[src/rtl/lookup_arbiter.sv]
// Round-robin arbiter sharing one flow-table lookup engine among NREQ forwarders.
// Optional watchdog on stalled lookups: define LOOKUP_ARB_TIMEOUT_EN.
module lookup_arbiter #(
  parameter int unsigned NREQ    = 4,
  parameter int unsigned DATA_W  = 116,
  parameter int unsigned PORT_W  = 4,
  parameter int unsigned TIMEOUT = 1023
) (
  input  logic                     sys_clk,
  input  logic                     sys_rst,
  input  logic [NREQ-1:0]          req_lookup_req,
  input  logic [NREQ*DATA_W-1:0]   req_lookup_data,
  output logic [NREQ-1:0]          req_lookup_ack,
  output logic [NREQ-1:0]          req_lookup_err,
  output logic [PORT_W-1:0]        req_lookup_fwd_port,
  output logic                     of_lookup_req,
  output logic [DATA_W-1:0]        of_lookup_data,
  input  logic                     of_lookup_ack,
  input  logic                     of_lookup_err,
  input  logic [PORT_W-1:0]        of_lookup_fwd_port
);

  localparam int unsigned IdxW = (NREQ > 1) ? $clog2(NREQ) : 1;

  typedef enum logic [1:0] {StIdle, StBusy, StRelease} state_e;

  state_e            state_q;
  logic [IdxW-1:0]   rr_ptr_q;
  logic [IdxW-1:0]   gnt_q;
  logic [NREQ-1:0]   ack_q;
  logic [NREQ-1:0]   err_q;
  logic [PORT_W-1:0] fwd_port_q;
  logic              of_req_q;
  logic [DATA_W-1:0] of_data_q;

  // First requesting index at or after rr_ptr, wrapping modulo NREQ.
  logic            pick_found;
  logic [IdxW-1:0] pick_idx;

  always_comb begin
    int unsigned j;
    pick_found = 1'b0;
    pick_idx   = '0;
    for (int unsigned k = 0; k < NREQ; k++) begin
      j = int'(rr_ptr_q) + k;
      if (j >= NREQ) j = j - NREQ;
      if (!pick_found && req_lookup_req[j]) begin
        pick_found = 1'b1;
        pick_idx   = IdxW'(j);
      end
    end
  end

  logic [IdxW-1:0] gnt_next;
  assign gnt_next = (gnt_q == IdxW'(NREQ - 1)) ? '0 : gnt_q + 1'b1;

  logic timeout_hit;
`ifdef LOOKUP_ARB_TIMEOUT_EN
  localparam int unsigned CntW = $clog2(TIMEOUT + 1);
  logic [CntW-1:0] cnt_q;
  assign timeout_hit = (state_q == StBusy) && (cnt_q == CntW'(TIMEOUT));

  always_ff @(posedge sys_clk or negedge sys_rst) begin
    if (!sys_rst) begin
      cnt_q <= '0;
    end else if (state_q == StBusy) begin
      cnt_q <= cnt_q + 1'b1;
    end else begin
      cnt_q <= '0;
    end
  end
`else
  assign timeout_hit = 1'b0;
`endif

  always_ff @(posedge sys_clk or negedge sys_rst) begin
    if (!sys_rst) begin
      state_q    <= StIdle;
      rr_ptr_q   <= '0;
      gnt_q      <= '0;
      ack_q      <= '0;
      err_q      <= '0;
      fwd_port_q <= '0;
      of_req_q   <= 1'b0;
      of_data_q  <= '0;
    end else begin
      unique case (state_q)
        StIdle: begin
          if (pick_found) begin
            gnt_q     <= pick_idx;
            of_data_q <= req_lookup_data[pick_idx*DATA_W +: DATA_W];
            of_req_q  <= 1'b1;
            state_q   <= StBusy;
          end
        end
        StBusy: begin
          if (of_lookup_ack || of_lookup_err || timeout_hit) begin
            of_req_q <= 1'b0;
            rr_ptr_q <= gnt_next;
            state_q  <= StRelease;
            // Error (including watchdog) takes priority over a coincident ack.
            if (of_lookup_err || timeout_hit) begin
              err_q      <= NREQ'(1) << gnt_q;
              fwd_port_q <= '0;
            end else begin
              ack_q      <= NREQ'(1) << gnt_q;
              fwd_port_q <= of_lookup_fwd_port;
            end
          end
        end
        StRelease: begin
          // No arbitration here so the just-served requester's stale req is skipped.
          ack_q      <= '0;
          err_q      <= '0;
          fwd_port_q <= '0;
          state_q    <= StIdle;
        end
        default: state_q <= StIdle;
      endcase
    end
  end

  assign req_lookup_ack      = ack_q;
  assign req_lookup_err      = err_q;
  assign req_lookup_fwd_port = fwd_port_q;
  assign of_lookup_req       = of_req_q;
  assign of_lookup_data      = of_data_q;

endmodule
[config.mk]
export PLATFORM = sky130hd
export DESIGN_NAME = lookup_arbiter
export DESIGN_NICKNAME = d
export VERILOG_FILES = /design/src/rtl/lookup_arbiter.sv
export SDC_FILE = /design/constraint.sdc
export NUM_CORES = 1
export LEC_CHECK = 0
export CAP_MARGIN = 20
export CORE_AREA = 2 2 233 235
export DETAILED_ROUTE_END_ITERATION = 6
export DIE_AREA = 0 0 235 237
export SETUP_SLACK_MARGIN = 0.5
export SYNTH_ARGS = -nofsm -noshare
export SYNTH_HDL_FRONTEND = slang
export SYNTH_SLANG_ARGS = --single-unit
export TNS_END_PERCENT = 20
[constraint.sdc]
create_clock -name sys_clk -period 2.7 [get_ports sys_clk]
set_input_delay 0.405 -clock sys_clk [delete_from_list [all_inputs] [get_ports sys_clk]]
set_output_delay 0.405 -clock sys_clk [all_outputs]
set_load 0.02 [all_outputs]
-- Yosys cells after proc, flatten, opt, wreduce, memory -nomap -nowiden
Index checks and enable logic that the tools add are counted.
- flip-flop bits (word level): 135
- input port bits: 476
- output and inout bits: 129
- add/sub/neg operators: 8
- multipliers: 1
- $lt $le $gt $ge: 8
- equality and inequality tests: 7
- shifts and indexed selects: 2
- muxes and demuxes: 36
- reductions and logical operators: 17
- operator list (kind ; number):
    $shiftx 464x10->116 ; 1
    $lt 32x3->1 const B ; 4
    $mux 32 ; 4
    $mux 4 ; 6
    $pmux 4 s2 ; 3
    $mux 2 ; 7
    $sub 3x3->4 const B ; 3
    $mux 1 ; 10
    $ge 3x3->1 const B ; 3
    $reduce_and 3->1 ; 3
    $bmux 1 s2 ; 4
    $ne 2x2->1 const B ; 4
    $reduce_and 2->1 ; 4
    $mul 2x5->7 const B ; 1
    $add 2x2->3 const B ; 2
    $eq 2x2->1 const B ; 2
    $pmux 2 s2 ; 1
    $reduce_bool 2->1 ; 2
    $shl 1x2->4 const A ; 1
    $sub 2x3->4 const B ; 1
    $add 2x1->3 const B ; 1
    $ge 2x3->1 const B ; 1
    $logic_and 1x1->1 ; 3
    $logic_not 1->1 ; 3
    other kinds (5) ; 5

-- Logic depth before layout (Yosys ltp)
Gate-level depths: netlist of run 1.
- depth after elaboration: 16
- mapped depth: 8
- gate-level depth less buffers: 5

-- Least setup slack after synthesis of run 1
No wires, ideal clock.
- path type: input to register
- from: input req_lookup_req[0]
- to: register of_data_q[16] (netlist: of_lookup_data[16])
- setup time: 0.146 ns
- arrival time: 1.678 ns
- required time: 2.554 ns
- setup slack: 0.876 ns
- stages on the path: 8
- buffers on the path: 3
- cells stage by stage: nor2b_1 -> a21oi_1 -> o221ai_1 -> buf_2 -> buf_4 -> buf_2 -> mux2i_1 -> o221ai_2
- cells in the longest elaborated chain, start to end: 14
- elaborated cells between the ends (all ways): 25
- RTL lines (what ; RTL line ; source):
    from (decl) ; 11 ; input logic [NREQ-1:0] req_lookup_req,
    $bmux 1 s2 ; 47 ; if (!pick_found && req_lookup_req[j]) begin
    $mux 1 (not written as such) ; 47 ;
    $mux 1 ; 47 ;
    $logic_not 1->1 ; 47 ;
    $logic_and 1x1->1 ; 47 ;
    $mux 1 ; 47 ;
    $logic_not 1->1 ; 47 ;
    $logic_and 1x1->1 ; 47 ;
    $mux 1 ; 47 ;
    $logic_not 1->1 ; 47 ;
    $logic_and 1x1->1 ; 47 ;
    $mux 2 ; 47 ;
    $mul 2x5->7 ; 91 ; of_data_q <= req_lookup_data[pick_idx*DATA_W +: DATA_W];
    $shiftx 464x10->116 ; 91 ;
    to (signal assigned) ; 91 ;
    to (decl) ; 34 ; logic [DATA_W-1:0] of_data_q;
Parallel ways exist; a longest one is shown, timed or not. The select of a mux whose other input is x is not followed.
A chain may end at the register's enable or synchronous reset.

-- Worst setup path after layout of run 1
- from: input req_lookup_req[0]
- to: register of_data_q[0] (netlist: of_lookup_data[0])
Same word-level chain as after synthesis.

==> results of run 1 <==
## repair_timing
item / in CTS / in global routing
endpoints found under the setup margin: 0 / 4
buffers inserted: 0 / 3
endpoints found under the hold margin: 135 / 0
hold buffers: 1 / 0
resized for setup: 0 / 1
## power breakdown
group / internal (W) / total, W / switching (W)
logic: 0.00488 / 0.0100 / 0.00512
clock network: 0.00152 / 0.00254 / 0.00102
registers: 0.00305 / 0.00367 / 0.000617
## routing by layer
metal | share of wire, % | global-route usage (%) | vias up
met4 | 2.4 | 5.01 | 2
met1 | 39 | 14.8 | 4176
met3 | 6.6 | 3.98 | 42
met5 | 0.034 | 0 | -
li1 | - | - | 4131
met2 | 51 | 23.5 | 394
## stage by stage
step,total power [W],hold WS [ns],instances
floorplan,0.00908,0.109,760
global placement,0.0135,0.427,2051
detailed placement,0.0136,0.431,2051
CTS,0.0163,0.463,2083
global route,0.0172,0.481,2088
finish,0.0162,0.462,2088
## worst min-delay path, delay by kind of cell
kind | cells | cell delay [ns]
buffers and inverters | 3 | 0.95
## state kept, by name, indices dropped and copies added, names as in the netlist
| register | flops |
|---|---|
| req_lookup_err | 4 |
| of_lookup_req | 1 |
| of_lookup_data | 116 |
| req_lookup_fwd_port | 4 |
| req_lookup_ack | 4 |
| rr_ptr_q | 2 |
| state_q | 2 |
| gnt_q | 2 |
## cells in the mapped netlist
library cell  number  share of area [%]
mux2i_1          232                 28
dfrtp_1          135                 41
nand2_1          134                6.1
o221ai_1          88                9.4
buf_2             36                2.2
o221ai_2          29                5.3
clkbuf_1          20               0.91
nor2b_1           17                1.3
o21ai_0           14               0.85
a31oi_1           12               0.91
nor2_1             6               0.27
buf_4              5               0.46
inv_1              5               0.23
buf_1              4               0.18
buf_6              4               0.55
ha_1               4               0.61
a21boi_0           3               0.27
a21oi_1            2               0.12
a21o_1             1              0.091
mux2_2             1               0.14
nor3_1             1              0.061
nor4_2             1               0.15
o2111ai_1          1               0.11
o21ai_1            1              0.061
o22ai_1            1              0.076
o31ai_1            1              0.091
or2_1              1              0.076
or3_1              1              0.076
## area by class of cell
cell class                      instances  area (µm²)  share of cell area (%)
Clock inverter                         11         146                   0.907
Clock buffer                           20         467                    2.89
Multi-Input combinational cell        551        4500                    27.9
Tap cell                              696         871                    5.40
Inverter                                5        18.8                   0.116
Timing Repair Buffer                  670        6760                    41.9
Sequential cell                       135        3380                    20.9
## cell families (layout without fill, tap and decap cells)
group | Yosys count | count (layout) | synth area share [%]
AND/OR/NAND/NOR | 161 | 161 | 8.06
flip-flops | 135 | 135 | 41.1
buffers and inverters | 74 | 706 | 4.52
multiplexers | 233 | 233 | 28.4
adder cells (fa/ha/maj) | 4 | 4 | 0.609
AO/OA/AOI/OAI | 153 | 153 | 17.3
## worst paths after layout
check | startpoint | slack [ns] | to
worst max-delay path | req_lookup_req[0] | 0.61 | of_lookup_data[0]
worst min-delay path | sys_rst | 0.46 | req_lookup_fwd_port[3]
worst max register to register | rr_ptr_q[0] | 0.66 | of_lookup_data[0]
worst min register to register | of_lookup_req | 0.48 | of_lookup_req
max in group asynchronous | sys_rst | 1.79 | of_lookup_data[78]
min in group sys_clk | of_lookup_req | 0.48 | of_lookup_req
==> run_results.csv, run 1 <==
group,metric,value,unit
run_status,outcome,"finished clean",
timing,slew_headroom,60.0,%
setup_path,r2r_cells,8,
finish,postLayoutCellArea,16100,µm²
clocking,path_clk_slew,0.07,ns
timing,min_period,2.09,ns
setup_path,crit_cells,9,
floorplanning,pin_count,605,
timing,hold_viol,0,
setup_path,cpMostUsedCell,"buf_4",
power_and_ir_drop,p_per_area,1000,nW/µm²
placed_design,dp_hpwl,30.0,mm
floorplanning,die_area,55700,µm²
detailed_routing,drtAntennaViolNets,0,
worst_hold_path,hp-class,"in -> async",
synthesis,synthDistinctLibCells,28,
setup_path,cp_cell_sequence,"clkdlybuf4s50_1, nor2b_1, a21oi_1, o221ai_4, buf_4, buf_12, buf_4, mux2i_1, o221ai_1",
global_routing,antenna_found_initial,1,
finish,syn2layout_area_growth,96.5,%
global_routing,grt.total_usage,13.2,%
setup_path,crit_fanout,18,
setup_path,required,3.04,ns
detailed_routing,drcViolationCount,0,
setup_path,critPathKind,"in -> reg",
timing,setup_ws,0.612,ns
setup_path,cpLargestDelayFamily,"buffers and inverters",
clocking,h-tree-depth,4,
floorplanning,floorplan.initialDensity,15.4,%
timing,fin_skew,0.0119,ns
finish,final_cell_mix,"clkdlybuf4s50_1, mux2i_1, dfrtp_1",
placed_design,portBuffers,604,
finish,layout_commonest_cell,"clkdlybuf4s50_1",
power_and_ir_drop,ir_drop,442,µV
detailed_routing,vias_per_cell,4.19,
detailed_routing,finalWirelength,38.5,mm
timing,min_period_over_period,77.3,%
finish,nets,1860,
finish,n_antenna_cell,0,
finish,layout-drive-gt1-share,9.48,%
finish,nFillCells,5520,
clocking,tritoncts,"built",
synthesis,ys_warn_count,0,
timing,fin_tns_setup,0,ns
synthesis,avgSynthCellArea,10.8,µm²
floorplanning,chipWidth,235,µm
floorplanning,row_count,85,
setup_path,worstPathArrival,2.43,ns
detailed_routing,wl_per_cell,18.4,µm
setup_path,worstSetupEndpointType,"register",
global_routing,grt_max_degree,73,
floorplanning,core,53300,µm²
timing,grt_setup_unrepaired,"false",
synthesis,yosysSeqAreaShare,41.1,%
global_routing,grt_remaining_overflow,0,
clocking,numCtsBuffers,17,
detailed_routing,drt_iter0_markers,255,
finish,utilization,30.3,%
power_and_ir_drop,power.leakage,6.91,nW
clocking,cts_buffer_depth,2,
placed_design,dp_slack,0.0358,ns
timing,slew_viol_final,0,
setup_path,cpMaxStageDelayCell,"clkdlybuf4s50_1",
timing,clock.fmax,479,MHz
global_routing,grt_pass1_vias,9253,
setup_path,critical_path_buf_inv_count,4,
synthesis,syn_nets,1240,
job,cap_violations,0,
detailed_routing,dr.pass1.iters,5,
clocking,clockRootBuffer,"clkbuf_16",
timing,max_slew.worst_pin.slew,0.595,ns
placed_design,place.gp.congestion,0.858,
synthesis,yosys_register_bits,135,
global_routing,grt_pass1_wl,56.2,mm
synthesis,netlist_area,8210,µm²
detailed_routing,vias,8745,
synthesis,syn_inst,760,
clocking,cts_sinks,135,
timing,setup_viol,0,
setup_path,start_kind,"input pin",
clocking,clock_latency,0.47,ns
placed_design,dpl-instance-area,15400,µm²
setup_path,critical_path.max_stage_delay,0.53,ns
floorplanning,dieHeight,237,µm
Note: power is estimated with default switching activity, not from simulation.
==> inputs of run 2 (changes only) <==
CORE_AREA = 2 2 235 237   (was 2 2 233 235)
DIE_AREA = 0 0 237 239   (was 0 0 235 237)
clock period = 2.2 ns   (was 2.7 ns; I/O delays follow)
==> run 2 against run 1 <==
  * Critical path depth did not move
  * Clock power rose by 13%
  * Sequential cell count did not move
  * Largest cell class unchanged
  * Sequential share of layout area fell by 1.8 points
  * Largest power group unchanged
  * Final area rose by 9.4%
  * Total power rose by 38%
  * First-iteration DRC count rose by 9.0%
  * Final cell count rose by 3.7%
==> run_results.csv, run 2 (synthesis gave the netlist of run 1 again) <==
group,metric,value,unit
timing,slew_viol_final,0,
setup_path,critPathCapture,"of_lookup_data[33]",
timing,grt_setup_unrepaired,"true",
placed_design,dpl-instance-area,15800,µm²
detailed_routing,finalWirelength,41.8,mm
setup_path,cpMostUsedCell,"buf_12",
finish,nets,1929,
placed_design,portBuffers,604,
clocking,numCtsBuffers,17,
finish,postLayoutCellArea,17700,µm²
timing,max_slew.worst_pin.slew,0.716,ns
timing,holdWs,0.437,ns
floorplanning,chipWidth,237,µm
clocking,tritoncts,"built",
floorplanning,pin_count,605,
setup_path,cp-startpoint,"rr_ptr_q[0]",
finish,register_area,3380,µm²
clocking,cts_buffer_depth,2,
finish,multi_input_area,5020,µm²
detailed_routing,drt_iter0_markers,278,
setup_path,critical_path.max_stage_delay,0.42,ns
placed_design,dp_slack,-0.305,ns
setup_path,start_kind,"register",
clocking,clockRootBuffer,"clkbuf_16",
setup_path,worstSetupEndpointType,"register",
floorplanning,core,54300,µm²
global_routing,grt_remaining_overflow,0,
finish,layout-drive-gt1-share,18.4,%
setup_path,r2r-start,"rr_ptr_q[0]",
detailed_routing,drcViolationCount,0,
floorplanning,row_count,86,
timing,fin_tns_setup,0,ns
job,cap_violations,0,
global_routing,grt.total_usage,14.3,%
timing,min_period_over_period,89.7,%
setup_path,required,2.53,ns
clocking,cts_sinks,135,
placed_design,dp_hpwl,31.3,mm
setup_path,crit_fanout,8,
timing,fin_skew,0.00768,ns
floorplanning,floorplan.initialDensity,15.1,%
setup_path,r2r_cells,9,
clocking,path_clk_slew,0.06,ns
floorplanning,dieHeight,239,µm
power_and_ir_drop,p_per_area,1270,nW/µm²
detailed_routing,vias,9158,
power_and_ir_drop,power.leakage,7.32,nW
finish,layout_commonest_cell,"clkdlybuf4s50_1",
setup_path,rrSetupSlack,0.23,ns
floorplanning,die_area,56600,µm²
finish,final_cell_mix,"clkdlybuf4s50_1, mux2i_1, dfrtp_1",
placed_design,place.gp.congestion,0.838,
power_and_ir_drop,ir_drop,579,µV
setup_path,cpMaxStageDelayCell,"dfrtp_1",
setup_path,worstPathArrival,2.30,ns
setup_path,cp_cell_sequence,"nor2b_2, a21oi_2, o221ai_4, buf_12, buf_12, buf_16, buf_12, mux2i_2, o221ai_1",
finish,syn2layout_area_growth,115,%
placed_design,dp.cells,2103,
global_routing,grt_pass1_vias,9471,
detailed_routing,wl_per_cell,19.3,µm
timing,clock.fmax,507,MHz
clocking,clock_latency,0.47,ns
timing,setup_ws,0.227,ns
setup_path,critPathKind,"reg -> reg",
detailed_routing,vias_per_cell,4.23,
run_status,outcome,"finished clean",
timing,hold_viol,0,
setup_path,r2r-end,"of_lookup_data[33]",
timing,setup_viol,0,
global_routing,grt_max_degree,59,
finish,nFillCells,5379,
worst_hold_path,hp-class,"in -> async",
global_routing,antenna_found_initial,6,
detailed_routing,drtAntennaViolNets,0,
detailed_routing,dr.pass1.iters,4,
timing,min_period,1.97,ns
finish,largest_register_ffs,116,
finish,instances_no_fill,2165,
clocking,h-tree-depth,4,
global_routing,grt_pass1_wl,59.7,mm
timing,slew_headroom,52.2,%
## run 2: cell count changes in the layout (fill, tap and decap cells not counted), moves of 2 or more
cell,previous run,this run
mux2i_4,0,26
buf_4,49,65
clkbuf_1,0,3
buf_6,1,15
buf_16,1,11
buf_8,0,17
clkbuf_8,3,1
buf_12,13,25
mux2i_1,232,174
mux2i_2,0,32
o221ai_1,87,80
o221ai_2,29,36
## run 2: layout make-up
class | count | area share [%]
timing repair buffer | 739 | 44.2
multi-input combinational | 551 | 28.4
sequential | 135 | 19.1
tap | 704 | 4.99
clock buffer | 21 | 2.55
clock inverter | 9 | 0.588
inverter | 5 | 0.106
antenna | 1 | 0.0142
## run 2: power by group
part,switching [W],total (W),internal [W]
registers,0.000805,0.00455,0.00375
clock network,0.00121,0.00288,0.00167
logic,0.00704,0.0150,0.00791
total,0.00906,0.0224,0.0133
## run 2: worst max-delay path, delay by kind of cell (launching register included)
| family | cells | cell delay [ns] |
|---|---|---|
| flip-flops | 1 | 0.42 |
| multiplexers | 1 | 0.21 |
| AO/OA/AOI/OAI | 3 | 0.38 |
| AND/OR/NAND/NOR | 1 | 0.16 |
| buffers and inverters | 4 | 0.64 |
## run 2: timing repair
| action | 4_1_cts | 5_1_grt |
|---|---|---|
| setup buffers | 15 | 4 |
| resized for setup | 81 | 92 |
| hold buffers | 1 | 0 |
| gates cloned | 9 | 2 |
| setup endpoints to repair | 245 | 248 |
| pin swaps | 18 | 21 |
| hold endpoints to repair | 52 | 0 |
## run 2: through the flow
stage	util (%)	power [W]
floorplan	-	0.0112
finish	32.5	0.0224
detailed placement	29.2	0.0173
global route	32.5	0.0237
global placement	29.2	0.0172
CTS	31.5	0.0218
## run 2: routing by layer
layer | vias up | GRT usage, % | wire length [µm]
li1 | 4283 | - | -
met2 | 450 | 24.6 | 21400
met3 | 70 | 4.73 | 3090
met5 | - | 0 | 31
met1 | 4349 | 15.8 | 15900
met4 | 6 | 7.04 | 1380
## run 2: worst min path at each step
stage | start | to
6_report | sys_rst | req_lookup_err[1]
4_1_cts | sys_rst | req_lookup_err[1]
2_1_floorplan | sys_rst | gnt_q[0]
3_5_place_dp | sys_rst | req_lookup_err[2]
3_3_place_gp | sys_rst | req_lookup_err[2]
5_1_grt | sys_rst | req_lookup_err[2]
